File: src/rtl/series_pkg.sv
// Shared definitions for the series-evaluation arbiter.
//   - Default operand/result widths and engine timeout.
//   - FSM state encoding used by series_arbiter.
package series_pkg;

    localparam int DW_DEF      = 8;
    localparam int RW_DEF      = 16;
    localparam int TIMEOUT_DEF = 64;

    typedef enum logic [2:0] {
        IDLE,
        GRANT,
        START,
        WAIT_BUSY,
        WAIT_DONE,
        RELEASE
    } state_t;

endpackage

File: src/rtl/series_arbiter_rr_picker.sv
// Round-robin priority search.
// Ports:
//   req         - per-requester request levels
//   last_winner - index of the most recently served requester
//   winner      - one-hot winner (all zero when no request is pending)
//   winner_idx  - binary index of the winner (0 when no request is pending)
// The search starts at (last_winner+1) mod N_REQ and wraps around, so the
// previous winner has the lowest priority.
module rr_picker #(
    parameter int N_REQ = 4,
    parameter int LW    = (N_REQ > 1) ? $clog2(N_REQ) : 1
) (
    input  logic [N_REQ-1:0] req,
    input  logic [LW-1:0]    last_winner,
    output logic [N_REQ-1:0] winner,
    output logic [LW-1:0]    winner_idx
);

    logic          found;
    logic [LW-1:0] cand;

    always_comb begin
        winner     = '0;
        winner_idx = '0;
        found      = 1'b0;
        cand       = '0;
        for (int off = 1; off <= N_REQ; off++) begin
            cand = LW'((int'(last_winner) + off) % N_REQ);
            if (!found && req[cand]) begin
                found        = 1'b1;
                winner[cand] = 1'b1;
                winner_idx   = cand;
            end
        end
    end

endmodule

File: src/rtl/series_arbiter.sv
// Round-robin arbiter sharing one series-evaluation engine among N_REQ
// requesters.
// Ports:
//   clk, rst            - clock and synchronous active-low reset
//   req                 - request levels, held until the matching done pulse
//   x_in, y_in          - packed operands, requester i at [i*DW +: DW]
//   grant               - one-hot owner of the engine (zero when idle)
//   done, error         - completion pulse to the owner; error marks a timeout
//   result              - last captured engine result, held between jobs
//   eng_start           - one-cycle engine start request
//   eng_x, eng_y        - operands of the current job, stable for the whole job
//   eng_ready           - engine idle flag (low while computing)
//   eng_result          - engine result, valid when eng_ready re-rises
module series_arbiter
    import series_pkg::*;
#(
    parameter int N_REQ   = 4,
    parameter int DW      = DW_DEF,
    parameter int RW      = RW_DEF,
    parameter int TIMEOUT = TIMEOUT_DEF
) (
    input  logic                clk,
    input  logic                rst,
    input  logic [N_REQ-1:0]    req,
    input  logic [N_REQ*DW-1:0] x_in,
    input  logic [N_REQ*DW-1:0] y_in,
    output logic [N_REQ-1:0]    grant,
    output logic [N_REQ-1:0]    done,
    output logic                error,
    output logic [RW-1:0]       result,
    output logic                eng_start,
    output logic [DW-1:0]       eng_x,
    output logic [DW-1:0]       eng_y,
    input  logic                eng_ready,
    input  logic [RW-1:0]       eng_result
);

    localparam int LW = (N_REQ > 1) ? $clog2(N_REQ) : 1;
    localparam int CW = (TIMEOUT > 1) ? $clog2(TIMEOUT) : 1;

    state_t            state_q, state_d;
    logic [N_REQ-1:0]  grant_q, grant_d;
    logic [LW-1:0]     idx_q, idx_d;
    logic [LW-1:0]     last_q, last_d;
    logic [DW-1:0]     eng_x_q, eng_x_d;
    logic [DW-1:0]     eng_y_q, eng_y_d;
    logic [RW-1:0]     result_q, result_d;
    logic [N_REQ-1:0]  done_q, done_d;
    logic              error_q, error_d;
    logic              eng_start_q, eng_start_d;
    logic [CW-1:0]     cnt_q, cnt_d;
    logic              to_q, to_d;

    logic [N_REQ-1:0]  pick_oh;
    logic [LW-1:0]     pick_idx;
    logic [DW-1:0]     x_arr [N_REQ];
    logic [DW-1:0]     y_arr [N_REQ];

    for (genvar i = 0; i < N_REQ; i++) begin : g_unpack
        assign x_arr[i] = x_in[i*DW +: DW];
        assign y_arr[i] = y_in[i*DW +: DW];
    end

    rr_picker #(
        .N_REQ (N_REQ),
        .LW    (LW)
    ) u_picker (
        .req         (req),
        .last_winner (last_q),
        .winner      (pick_oh),
        .winner_idx  (pick_idx)
    );

    always_comb begin
        state_d     = state_q;
        grant_d     = grant_q;
        idx_d       = idx_q;
        last_d      = last_q;
        eng_x_d     = eng_x_q;
        eng_y_d     = eng_y_q;
        result_d    = result_q;
        done_d      = '0;
        error_d     = 1'b0;
        eng_start_d = 1'b0;
        cnt_d       = cnt_q;
        to_d        = to_q;

        case (state_q)
            IDLE: begin
                // Winner and operands are latched on the way into GRANT, so
                // requests arriving later wait for the next arbitration.
                if (|req && eng_ready) begin
                    state_d = GRANT;
                    grant_d = pick_oh;
                    idx_d   = pick_idx;
                    eng_x_d = x_arr[pick_idx];
                    eng_y_d = y_arr[pick_idx];
                end
            end
            GRANT: begin
                state_d     = START;
                eng_start_d = 1'b1;
            end
            START: begin
                state_d = WAIT_BUSY;
                cnt_d   = '0;
            end
            WAIT_BUSY: begin
                if (cnt_q == CW'(TIMEOUT - 1)) begin
                    state_d = RELEASE;
                    to_d    = 1'b1;
                end else begin
                    cnt_d = cnt_q + CW'(1);
                    if (!eng_ready) state_d = WAIT_DONE;
                end
            end
            WAIT_DONE: begin
                if (cnt_q == CW'(TIMEOUT - 1)) begin
                    state_d = RELEASE;
                    to_d    = 1'b1;
                end else if (eng_ready) begin
                    state_d  = RELEASE;
                    result_d = eng_result;
                end else begin
                    cnt_d = cnt_q + CW'(1);
                end
            end
            RELEASE: begin
                // done/error leave as registered pulses together with the
                // grant being dropped.
                state_d = IDLE;
                done_d  = grant_q;
                error_d = to_q;
                grant_d = '0;
                last_d  = idx_q;
                to_d    = 1'b0;
            end
            default: state_d = IDLE;
        endcase
    end

    always_ff @(posedge clk) begin
        if (!rst) begin
            state_q     <= IDLE;
            grant_q     <= '0;
            idx_q       <= '0;
            last_q      <= LW'(N_REQ - 1);
            eng_x_q     <= '0;
            eng_y_q     <= '0;
            result_q    <= '0;
            done_q      <= '0;
            error_q     <= 1'b0;
            eng_start_q <= 1'b0;
            cnt_q       <= '0;
            to_q        <= 1'b0;
        end else begin
            state_q     <= state_d;
            grant_q     <= grant_d;
            idx_q       <= idx_d;
            last_q      <= last_d;
            eng_x_q     <= eng_x_d;
            eng_y_q     <= eng_y_d;
            result_q    <= result_d;
            done_q      <= done_d;
            error_q     <= error_d;
            eng_start_q <= eng_start_d;
            cnt_q       <= cnt_d;
            to_q        <= to_d;
        end
    end

    assign grant     = grant_q;
    assign done      = done_q;
    assign error     = error_q;
    assign result    = result_q;
    assign eng_start = eng_start_q;
    assign eng_x     = eng_x_q;
    assign eng_y     = eng_y_q;

endmodule

File: config.mk
export PLATFORM = sky130hd
export DESIGN_NAME = series_arbiter
export DESIGN_NICKNAME = d
export VERILOG_FILES = /design/src/rtl/series_pkg.sv /design/src/rtl/series_arbiter_rr_picker.sv /design/src/rtl/series_arbiter.sv
export SDC_FILE = /design/constraint.sdc
export NUM_CORES = 1
export LEC_CHECK = 0
export BUFFER_PORTS_ARGS = -buffer_cell sky130_fd_sc_hd__buf_2
export CAP_MARGIN = 20
export CORE_ASPECT_RATIO = 0.75
export CORE_UTILIZATION = 52
export DETAILED_ROUTE_END_ITERATION = 10
export PLACE_DENSITY = 0.85
export SYNTH_ARGS = -nofsm -noshare
export SYNTH_HDL_FRONTEND = slang
export SYNTH_SLANG_ARGS = --single-unit
File: constraint.sdc
create_clock -name clk -period 5.48 [get_ports clk]
set_clock_uncertainty 0.2 [all_clocks]
set_input_delay 1.37 -clock clk [delete_from_list [all_inputs] [get_ports clk]]
set_output_delay 1.37 -clock clk [all_outputs]
set_load 0.02 [all_outputs]
==> run metrics, run 1 <==
Yosys cell types 50; gr usage total 0.233; cts hold-fix bufs 0; worst hold slack roughly 260 ps; fmax 0.244 GHz; critical path class register to register; Synth Register Bits 56; post-DP HPWL around 5.3 mm; worst reg2reg endpoint eng_y[1]; # setup viols final 0; Post-Syn Instances roughly 340; main combinational cell family by area after synthesis multiplexers; simple-gate area share of the yosys netlist 0.150; Layout Nets 549; PortBufs about 130; first-pass GRT wire length between 10 and 15 mm; cells taking the most area after synthesis dfxtp_1 (36%), mux2i_1 (10%), nand2_1 (6.0%); register area share after synthesis 0.356; setup repair after global routing missed its margin false; area share of the largest cell type after synthesis 0.356; Post-CTS Setup Inserts 0; Sw Ratio 0.293; crit path capture eng_y[1]; initial antenna violation count 0; Clock power frac 0.247; die area roughly 6400 µm²; Syn-to-layout area delta 21.8%; clk buf depth 2; Die H roughly 70 µm; worst-skew pair later-pin latency around 310 ps; DR DRC count 0; Compound-Gate Fraction of Synth Area 0.193; CP Capture Type register; outcome complete, no violations; register share of total power 0.512; Die X just over 90 µm; Placeable Area a little under 6000 µm²; Cell Area, Synth between 3000 and 4000 µm²; Worst-Margin Slew roughly 880 ps; CP Launch Point last_q[0]; largest net degree at the start of global routing 40; Slew HR 0.415; leakage power 0.00180 µW; critical path data required time ~5500 ps; EDFF count, synth 0; clock sinks 56; crit path max fanout 17; via/cell ratio about 5.4; grt ovf 0; VDD IR max about 0.00013 V; syn avg cell area 9.21 µm²; layout cells sized above 1 0.395; fin. max-slew vios 0; max-cap check violation count 0; Critical R2R Launch last_q[0]; Synth Area in Adders 0.0358; RePlAce Congestion between 0.8 and 0.9; critical path arrival roughly 4100 ps; # fillers roughly 510; vias in the first global route ~2800; Sum Neg Setup Slack 0 ps; reg-to-reg setup timing slack 1390 ps; WL/cell 13.7 µm; Pwr Density 224 nW/µm²; post-synthesis mux area share 0.198; Core Rows 24; I/O pin count roughly 130; PostCTS Resize Cnt 0; Synth Net Count between 400 and 500; antenna fix cells 0; Hold WC Path Type register to register; final WL slightly above 7 mm; Post-DRT Antenna Nets 0; biggest area consumer among synthesized cells dfxtp_1; Detailed Route Iter0 Violations between 150 and 200; XOR/XNOR share of the synthesized area 0.0139; Top FF cell, synth dfxtp_1; share of the clock period used by the worst path 0.747; proportion of power drawn by combinational gates 0.241; Ys Warns 0; min Tclk post-route ~4000 ps; Startpoint Class register; Worst Reg-to-Reg Cells 7; TritonCTS buffer count 5; async set or reset register ratio after synthesis 0; switching pwr 252 µW; Final Hold Vio Count 0; first-pass iteration count of the detailed router 4; H-tree level count 2; CTS clk-pin slew, worst paths approximately 90 ps; Starting Density 0.541; CTS tree done; Int Power about 600 µW; Clock Tree Root clkbuf_8; DR vias between 2000 and 3000
[synth_stat cells (all sizes together) (6+ instances only)]
cell	count
nand2b	6
a22oi	8
mux2	17
buf	9
mux2i	33
nand2	50
nand3	7
clkbuf	17
and3	7
o21ai	21
a21oi	43
ha	9
nor2	14
dfxtp	56
[critical path, cell delays in order, from the launching register on]
cell and delay [ps]:
dfxtp_1 690, inv_1 260, ha_1 550, mux4_2 500
nor4b_4 460, o32a_1 810, mux2_2 430, a21oi_2 130
[worst min-delay path by stage]
stage                from          to  slack (ps)  cells past startpoint
3_5_place_dp   result[15]  result[15]         240                      2
5_1_grt        result[15]  result[15]         280                      2
6_report        result[5]   result[5]         260                      2
3_3_place_gp    result[6]   result[6]         240                      2
4_1_cts        result[15]  result[15]         260                      2
2_1_floorplan    idx_q[1]    idx_q[1]         240                      2
[cell type report]
class	instances	area, µm²	area share
clock buffers	5	68.8	0.0179
clock inverters	2	12.5	0.00326
inverters	4	15.0	0.00391
multi-input cells	256	1870	0.486
flip-flops and latches	56	1120	0.292
well taps	78	97.6	0.0254
repair buffers	130	656	0.171
[cells in the final DEF, fill, tap and decap left out, types with 3 or more instances in the layout]
master / instances
mux2i_1: 33
nor2_1: 14
ha_1: 9
mux4_2: 4
dfxtp_1: 56
mux2_2: 14
mux2_4: 3
nand2_1: 50
nand3_1: 7
a21oi_2: 16
a22oi_1: 8
and3_1: 7
clkbuf_8: 5
buf_2: 128
xor2_1: 4
nand2b_1: 6
inv_1: 3
a21oi_1: 27
a32oi_1: 3
o21ai_0: 21
[registers in the layout, summed over array words and instances (netlist names)]
signal,flops
to_q,1
done,4
result,16
eng_start,1
last_q,2
state_q,3
eng_x,8
error,1
eng_y,8
grant,4
cnt_q,6
idx_q,2
[metal layers]
| metal | track usage | share of wire | vias to the layer above |
|---|---|---|---|
| met4 | 0.0677 | 0.016 | 0 |
| li1 | - | - | 1443 |
| met3 | 0.0581 | 0.065 | 17 |
| met1 | 0.269 | 0.42 | 1295 |
| met5 | 0 | 0 | - |
| met2 | 0.423 | 0.50 | 112 |
[through the flow]
stage | power (µW) | instances | setup slack (ps) | util | instance area, µm²
floorplan | 596 | 342 | 1820 | - | 3150
global placement | 651 | 524 | 1320 | 0.645 | 3750
detailed placement | 657 | 524 | 1210 | 0.645 | 3750
CTS | 868 | 531 | 1350 | 0.659 | 3840
global route | 903 | 531 | 1050 | 0.659 | 3840
finish | 860 | 531 | 1390 | 0.659 | 3840
[cells by family (layout without fill, tap and decap cells)]
logic type                 count (synthesis)  after routing
and+or+nand+nor                           97             97
AOI/OAI and AO/OA                         91             91
DFF                                       56             56
muxes                                     54             54
buffers and inverters                     30            141
adders and majority gates                  9              9
xor gates and xnor gates                   5              5
[power by group through the flow]
stage	sequential (µW)	combinational, µW	clock (µW)
after floorplan	467	129	0
after global placement	449	201	0
after detailed placement	449	208	0
after CTS	440	209	219
after global routing	444	227	233
final	440	207	212
No activity file was read; power rests on OpenSTA's default activity.
==> run 2: changes to the inputs <==
--- a/config.mk
+++ b/config.mk
@@ -8,9 +8,9 @@
 export BUFFER_PORTS_ARGS = -buffer_cell sky130_fd_sc_hd__buf_2
 export CAP_MARGIN = 20
 export CORE_ASPECT_RATIO = 0.75
-export CORE_UTILIZATION = 52
+export CORE_UTILIZATION = 44
 export DETAILED_ROUTE_END_ITERATION = 10
-export PLACE_DENSITY = 0.85
+export PLACE_DENSITY = 0.77
 export SYNTH_ARGS = -nofsm -noshare
 export SYNTH_HDL_FRONTEND = slang
 export SYNTH_SLANG_ARGS = --single-unit
==> constraint.sdc (replaced) <==
create_clock -name clk -period 3.6 [get_ports clk]
set_clock_uncertainty 0.2 [all_clocks]
set_input_delay 0.9 -clock clk [delete_from_list [all_inputs] [get_ports clk]]
set_output_delay 0.9 -clock clk [all_outputs]
set_load 0.02 [all_outputs]
==> run 2 against run 1 <==
Compared with the run above: hold slack gained 0.64 ps; clock power increased by 68%; wire length up 2.2%; core utilization decreased by 8.4 points; critical path type unchanged; critical endpoint is now eng_x[2].
==> run metrics, run 2 (synthesis gave the netlist of run 1 again) <==
critical path class register to register; gr busiest metal met2; critical path arrival 3200 ps; clock sinks 56; CTS tree done; Final Hold Vio Count 0; Sum Neg Setup Slack 0 ps; Core Rows 26; Worst-Margin Slew approximately 620 ps; placed cells approximately 550; proportion of power drawn by combinational gates 0.241; GRT met3 Usage 0.0548; max FFs per register 16; switching pwr a little under 400 µW; Non-Filler Instances 557; critical path data required time between 3000 and 4000 ps; Detailed Route Iter0 Violations between 100 and 150; CP Capture Type register; VDD IR max between 0.00015 and 0.0002 V; max-cap check violation count 0; first-pass GRT wire length about 12 mm; Layout Nets ~550; CTS clk-pin slew, worst paths 100 ps; gr usage total 0.196; met2 usage 0.349; # setup viols final 0; largest net degree at the start of global routing 34; outcome complete, no violations; Int Power around 960 µW; die area about 7500 µm²; TritonCTS buffer count 5; clk buf depth 2; DR vias around 2900; Clock Tree Root clkbuf_8; via/cell ratio between 5 and 6; Startpoint Class register; most frequent cells in the layout buf_2 (128), dfxtp_1 (56), nand2_1 (50); Post-CTS Setup Inserts 0; DR DRC count 0; Pwr Density about 340 nW/µm²; cts hold-fix bufs 0; RePlAce Congestion 0.804; post-DP HPWL ~5.6 mm; vias in the first global route ~2600; fin. max-slew vios 0; first-pass iteration count of the detailed router 4; worst-skew pair later-pin latency around 300 ps; crit path max fanout 17; H-tree level count 2; # fillers 630; Starting Density 0.459; setup repair after global routing missed its margin false; commonest non-fill, non-tap cell in the layout buf_2; Die H ~75 µm; Syn-to-layout area delta 25.1%; met1 usage 0.240; share of the clock period used by the worst path 0.877; grt ovf 0; register share of total power 0.496; Hold WC Path Type register to register; Die X 99.7 µm; Slew HR 0.587; fmax 0.317 GHz; antenna fix cells 0; Clock power frac 0.263; PortBufs approximately 130; I/O pin count 129; initial antenna violation count 0; WL/cell approximately 13 µm; layout cells sized above 1 0.403; PostCTS Resize Cnt 0; Sw Ratio 0.292; Placeable Area 6860 µm²; min Tclk post-route 3160 ps; leakage power 0.00183 µW; final WL roughly 7.4 mm; reg-to-reg setup timing slack about 440 ps; Post-DRT Antenna Nets 0
run 2: through the flow:
step	instance area [µm²]	power, µW	hold WS (ps)	worst slack [ps]	util
final	3940	1350	258	442	0.574
after global placement	3840	1000	239	324	0.560
after detailed placement	3840	1010	244	253	0.560
after CTS	3940	1370	259	464	0.574
after floorplan	3150	907	237	411	-
after global routing	3940	1430	284	296	0.574
run 2: worst paths after layout:
kind                                 from         to  cells past startpoint
worst max-delay path            last_q[1]   eng_x[2]                      8
worst min-delay path            result[4]  result[4]                      2
worst max register to register  last_q[1]   eng_x[2]                      8
worst min register to register  result[4]  result[4]                      2
run 2: critical path, stage by stage, from the launching register on:
cell,delay (ps)
dfxtp_1,340
inv_1,140
ha_1,510
mux4_2,500
nor4b_4,450
o32a_1,280
buf_12,170
mux2_2,350
a21oi_2,140
run 2: final cells by class:
| cell class | count | area (µm²) | area share |
|---|---|---|---|
| Inverter | 4 | 15.0 | 0.00381 |
| Tap cell | 98 | 123 | 0.0311 |
| Sequential cell | 56 | 1120 | 0.285 |
| Clock inverter | 2 | 15.0 | 0.00381 |
| Timing Repair Buffer | 135 | 718 | 0.182 |
| Multi-Input combinational cell | 256 | 1870 | 0.473 |
| Clock buffer | 6 | 82.6 | 0.0210 |
run 2: per-layer routing:
metal	wire length, µm	part of all wire
met4	96	0.013
met3	523	0.071
met1	3230	0.44
met5	0	0
met2	3560	0.48
run 2: power by group through the flow:
stage / Sequential (µW) / Clock (µW) / Combinational, µW
final: 671 / 357 / 326
after global routing: 675 / 396 / 356
after CTS: 671 / 368 / 329
after detailed placement: 684 / 0 / 328
after global placement: 683 / 0 / 319
after floorplan: 710 / 0 / 197
